==> src/rtl/conv_window_5x5.sv <==
// ============================================================================
//  Module      : conv_window_5x5
//  Description : Builds a 5x5 pixel neighbourhood from a raster pixel stream
//                using four line memories and a 5x5 register window.
//  Revision    : 1.0 - initial release
// ============================================================================
`default_nettype none

module conv_window_5x5 #(
    parameter int D     = 16,
    parameter int IMG_W = 32,
    parameter int IMG_H = 32
) (
    input  wire logic              i_clk,
    input  wire logic              i_rst,
    input  wire logic              i_valid,
    input  wire logic              i_sof,
    input  wire logic [D-1:0]      i_data,
    output logic                   o_valid,
    output logic                   o_eof,
    output logic [25*D-1:0]        o_window
);

    localparam int c_CW = (IMG_W > 1) ? $clog2(IMG_W) : 1;
    localparam int c_RW = (IMG_H > 1) ? $clog2(IMG_H) : 1;
    localparam logic [c_CW-1:0] c_COL_LAST = c_CW'(IMG_W - 1);
    localparam logic [c_RW-1:0] c_ROW_LAST = c_RW'(IMG_H - 1);
    localparam logic [c_CW-1:0] c_COL_FIRST_FULL = c_CW'(4);
    localparam logic [c_RW-1:0] c_ROW_FIRST_FULL = c_RW'(4);

    logic [c_CW-1:0] r_col;
    logic [c_RW-1:0] r_row;
    logic            r_valid;
    logic            r_eof;
    logic [D-1:0]    r_lb  [0:3][0:IMG_W-1];
    logic [D-1:0]    r_win [0:4][0:4];

    logic [c_CW-1:0] w_col;
    logic [c_RW-1:0] w_row;
    logic [c_CW-1:0] w_col_next;
    logic [c_RW-1:0] w_row_next;
    logic [D-1:0]    w_lb [0:3];
    logic            w_full;
    logic            w_last;

    // A start-of-frame pixel overrides whatever position the counters hold.
    always_comb begin
        w_col  = i_sof ? '0 : r_col;
        w_row  = i_sof ? '0 : r_row;
        w_full = (w_row >= c_ROW_FIRST_FULL) && (w_col >= c_COL_FIRST_FULL);
        w_last = (w_row == c_ROW_LAST) && (w_col == c_COL_LAST);
        for (int k = 0; k < 4; k++) begin
            w_lb[k] = r_lb[k][w_col];
        end
        if (w_col == c_COL_LAST) begin
            w_col_next = '0;
            w_row_next = (w_row == c_ROW_LAST) ? '0 : w_row + 1'b1;
        end else begin
            w_col_next = w_col + 1'b1;
            w_row_next = w_row;
        end
    end

    always_ff @(posedge i_clk) begin
        if (i_rst) begin
            r_col   <= '0;
            r_row   <= '0;
            r_valid <= 1'b0;
            r_eof   <= 1'b0;
            for (int r = 0; r < 5; r++) begin
                for (int c = 0; c < 5; c++) begin
                    r_win[r][c] <= '0;
                end
            end
        end else begin
            r_valid <= i_valid && w_full;
            r_eof   <= i_valid && w_last;
            if (i_valid) begin
                r_col <= w_col_next;
                r_row <= w_row_next;
                for (int r = 0; r < 5; r++) begin
                    for (int c = 0; c < 4; c++) begin
                        r_win[r][c] <= r_win[r][c+1];
                    end
                end
                r_win[0][4] <= w_lb[3];
                r_win[1][4] <= w_lb[2];
                r_win[2][4] <= w_lb[1];
                r_win[3][4] <= w_lb[0];
                r_win[4][4] <= i_data;
            end
        end
    end

    // Line memories carry no reset; each row slides one memory deeper per pass.
    always_ff @(posedge i_clk) begin
        if (!i_rst && i_valid) begin
            r_lb[0][w_col] <= i_data;
            r_lb[1][w_col] <= w_lb[0];
            r_lb[2][w_col] <= w_lb[1];
            r_lb[3][w_col] <= w_lb[2];
        end
    end

    assign o_valid = r_valid;
    assign o_eof   = r_eof;

    for (genvar gr = 0; gr < 5; gr++) begin : g_row
        for (genvar gc = 0; gc < 5; gc++) begin : g_col
            assign o_window[(gr*5+gc)*D +: D] = r_win[gr][gc];
        end
    end

endmodule

`default_nettype wire

==> config.mk <==
export PLATFORM = sky130hd
export DESIGN_NAME = conv_window_5x5
export DESIGN_NICKNAME = d
export VERILOG_FILES = /design/src/rtl/conv_window_5x5.sv
export SDC_FILE = /design/constraint.sdc
export NUM_CORES = 2
export LEC_CHECK = 0
export BUFFER_PORTS_ARGS = -buffer_cell sky130_fd_sc_hd__buf_4
export CAP_MARGIN = 40
export CORE_MARGIN = 4
export CORE_UTILIZATION = 55
export DETAILED_ROUTE_END_ITERATION = 10
export MAX_ROUTING_LAYER = met4
export PLACE_DENSITY = 0.75
export SLEW_MARGIN = 25
export SYNTH_ARGS = -nofsm -noshare
export SYNTH_HDL_FRONTEND = slang
export SYNTH_SLANG_ARGS = --single-unit
==> constraint.sdc <==
create_clock -name i_clk -period 17.6 [get_ports i_clk]
set_input_delay 0 -clock i_clk [delete_from_list [all_inputs] [get_ports i_clk]]
set_output_delay 0 -clock i_clk [all_outputs]
set_load 0.03 [all_outputs]
# Yosys cells after proc, flatten, opt, wreduce, memory -nomap -nowiden
# Memories as Yosys holds them, arrays and structs flattened.
# Cells that the tools add are included.
# totals
regBits	12
latch_bits	0
ramBits	2448
mem_bits_ro	0
input_bits	20
out_inout_bits	402
wordCells	98
n_memories	2
# mem_list
name	words	width	read_ports	rd_ports_with_merged_regs	write_ports	line	rtl
r_lb	4	512	4	0	4	35	logic [D-1:0] r_lb [0:3][0:IMG_W-1];
r_win	5	80	5	0	5	36	logic [D-1:0] r_win [0:4][0:4];
# op_classes
n_addsub	2
mul	0
div_mod_pow	0
magnitude_cmp	4
n_eq_ne	2
n_shift	0
mux	51
bitwise	26
reduce_logical	7
# op_table
op	n
$mux W16	34
$mux W512	1
$bmux W16 S5	4
$demux W16 S5	1
$mux W5	5
$or A1 B1 Y1	25
$add A5 B1 Y5 const B	2
$eq A5 B5 Y1 const B	2
$ge A5 B3 Y1 const B	2
$ge A6 B6 Y1 const B	1
$logic_and A1 B1 Y1	6
$lt A6 B1 Y1 const B	1
$mux W1	6
$not A5 Y6	1
$logic_not A1 Y1	1

# Logic depth before layout (Yosys ltp)
# logic_depth
word_depth	7
mapped_depth	12
depth_no_buf	10

# Worst setup path after synthesis
# No wires, ideal clock.
# synth_timing
kind	register -> register
startpoint	register r_col[1]
endpoint	memory r_lb[0][240] in the netlist's numbering, enable pin
arrival_time_ns	5.776
required_ns	17.036
setup_slack_ns	11.260
path_stages_with_launch	8
path_buffers	2
cell_sequence	dfxtp_1 -> nor2b_2 -> inv_2 -> buf_2 -> clkbuf_1 -> ha_1 -> nand2_1 -> nor3_1
# synth_lines
element	line	rtl
start, declared	31	logic [c_CW-1:0] r_col;
start signal, assigned	79	r_col <= w_col_next;
end, declared	35	

==> impl_metrics.toml <==
[clocking]
cts.clk_slew.worst_paths_ns = 0.06
tritoncts = "yes"
post_cts_buffers = 0
htree_levels = 4
cts_sinks = 2460
hold_buffers = 19
cts_resized = 0
insertion_delay_ns = 0.87
cts_root_buf = "clkbuf_16"
numCtsBuffers = 224
clock_tree.buffer_depth = 3

[yosys]
ys.flop_type = "edfxtp_1"
syn-mean-instance-area_sq_um = 17.09
syn-num-nets = 5712
synthCells = 5687
ys_types = 64
netlist_top_cells_area = "edfxtp_1, mux2i_1, a22oi_1"
yosysTopAreaCellShare = 0.7564
ys_warn_count = 0
ys_seq_area_frac = 0.7589
async_reset_ff_frac = 0
synth-seq-cells = 2460
netlist_area_sq_mm = 0.09718
yosys.area.top_type = "edfxtp_1"
synth_enable_flop_cells = 2448

[detailed_routing]
routed_wl_mm = 282.2
vias = 58510
drt_iter0_drc = 9708
drt.antenna.violating_nets = 0
detail_route.vias_per_cell = 6.720
drc_errors = 0
wl_per_cell_microns = 32.41
dr.pass1.iters = 6

[worst_setup_path]
cpLargestDelayFamily = "buffers and inverters"
worstPathRequired_ns = 18.21
cp_num_buf_inv = 7
r2r-end = "r_lb[2][120]"
crit_slowest_cell = "dfxtp_4"
crit_type = "reg -> reg"
timing.rr.start = "r_col[0]"
startpoint_type = "flip-flop"
critPathArrivalTime_ns = 7.03
critPathCaptureType = "flip-flop"
rr_worst_depth = 12
rrSetupSlack_ns = 11.19
worstPathCellList = "buf_12, buf_4, buf_12, buf_4, buf_12, buf_4, mux2_2, a221oi_1, o21ai_0, a32oi_1, nand3_1, buf_6"
cp_slowest_stage_delay_ns = 0.87
crit_path_max_fanout = 125

[floorplan]
die-width_microns = 428.4
initial_core_util = 0.5524
dieHeight_microns = 428.4
ios = 422
die-area_sq_mm = 0.1835
coreArea_sq_mm = 0.1759
rows = 154

[power_and_ir_drop]
pwr-share-seq = 0.544
netSwitchingPower_mw = 2.723
power_density_mw_per_mm2 = 109.9
p_comb_frac = 0.066
p_clk_frac = 0.390
peakVddDrop_v = 0.0001147
p_sw_frac = 0.2229
intPower_mw = 9.494
p_leak_nw = 36.80

[sta]
setup_viol = 0
period_needed_ns = 6.415
fin_crit_sh = 0.3645
max_freq_mhz = 155.9
slew_viol_final = 0
slew_headroom = 0.2247
final-hold-violation-count = 0
rsz0062_at_grt = "no"
clock_skew_ns = 0.04028
tightest_slew_ns = 1.163
holdWs_ns = 0.1056
fin_setup_tns_ns = 0

[global_routing]
grt_pass1_vias = 55570
grt_pass1_wl_mm = 399.1
grt_max_degree = 251
grt_use_total = 0.3072
overflow = 0
antenna_found_initial = 26

[min_path]
hold_start = "i_rst"
holdCritPathClass = "in -> reg"
whs_endpoint = "r_col[2]"
min_path_cells = 3

[layout]
multi_input_area_sq_mm = 0.02143
drive_above_1_share = 0.1753
register_area_sq_mm = 0.07376
fillers = 11850
layout_common_cells = "edfxtp_1, mux2i_1, buf_4"
fin_nets = 6186
final_common_cell = "edfxtp_1"
area_growth_syn_to_layout_pct = 14.34

[place]
port_buffers = 421
place.gp.congestion = 0.9040
hpwl_mm = 157.4

[outcome]
status = "finished, final reports clean"

[run]
maxCapViolCount = 0
## cell usage after synthesis (84+ instances only)
library cell and n:
o211ai_1 146, a221oi_1 104, buf_2 146, nand3_1 84, a22oi_1 315, nand3b_1 86, mux2i_1 579, o221ai_1 97
and2_1 378, edfxtp_1 2448, nand2_1 106, nand2b_1 85, a21oi_1 203, o21ai_0 127, clkbuf_1 153
## flip-flops by register name, indices dropped and copies added, names as in the netlist
| name | count |
|---|---|
| r_win | 400 |
| r_col | 5 |
| r_lb | 2048 |
| o_valid | 1 |
| o_eof | 1 |
| r_row | 5 |
## logic make-up (layout without fill, tap and decap cells)
logic type / count (synthesis) / after routing / share of synthesized area
adders and majority gates: 5 / 5 / 0.0006437
AOI/OAI and AO/OA: 1215 / 1215 / 0.09005
and+or+nand+nor: 924 / 924 / 0.05573
other: 0 / 12 / 0
muxes: 664 / 664 / 0.07103
DFF: 2460 / 2460 / 0.7589
buffers and inverters: 419 / 1087 / 0.02366
## worst reg2reg max path, stage by stage (launching register included)
cell	delay, ns
dfxtp_4	0.87
buf_12	0.54
buf_4	0.76
buf_12	0.67
buf_4	0.50
buf_12	0.30
buf_4	0.67
mux2_2	0.44
a221oi_1	0.26
o21ai_0	0.13
a32oi_1	0.23
nand3_1	0.47
buf_6	0.34
## through the flow
stage / worst slack, ns / power, mW / util / cell area (sq um) / std cells
detailed placement: 10.77 / 7.549 / 0.5881 / 103500 / 8238
global placement: 10.81 / 7.514 / 0.5828 / 102500 / 8184
finish: 11.19 / 12.22 / 0.6316 / 111100 / 8707
CTS: 10.77 / 12.22 / 0.6297 / 110800 / 8677
floorplan: 11.26 / 7.234 / - / 97180 / 5687
global route: 10.87 / 12.55 / 0.6316 / 111100 / 8707
## final cells by class
class,count,share of cell area
antenna,12,0.0002702
clock buffer,289,0.05350
clock inverter,131,0.01067
inverter,9,0.0004166
multi-input combinational,2808,0.1928
sequential,2460,0.6638
tap,2340,0.02635
timing repair buffer,658,0.05217
## power groups by stage
| stage | combinational [mW] | clock (mW) | sequential, mW |
|---|---|---|---|
| finish | 0.806 | 4.77 | 6.64 |
| global route | 0.841 | 5.06 | 6.64 |
| CTS | 0.789 | 4.79 | 6.64 |
| detailed placement | 0.781 | 0 | 6.77 |
| global placement | 0.744 | 0 | 6.77 |
| floorplan | 0.363 | 0 | 6.87 |
## routing by layer
metal  share of wire  vias to the layer above  global-route usage  wire, microns
met5               0                        -                   -              0
met4           0.049                        0              0.1364          13840
met3            0.13                      797             0.07582          38020
met2            0.46                     4692              0.4638         130900
met1            0.35                    29310              0.3992          99390
li1                -                    23710                   -              -
## how the worst max path moves through the flow
stage                   from            end  depth (start not counted)
global placement    r_col[0]  r_win[0][240]                         10
global route        r_col[0]   r_lb[2][472]                         12
CTS                 r_col[0]   r_lb[1][108]                         10
floorplan           r_col[1]   r_lb[0][240]                          7
finish              r_col[0]   r_lb[2][120]                         12
detailed placement  r_col[0]   r_lb[1][172]                         10
Note: power is estimated with default switching activity, not from simulation.
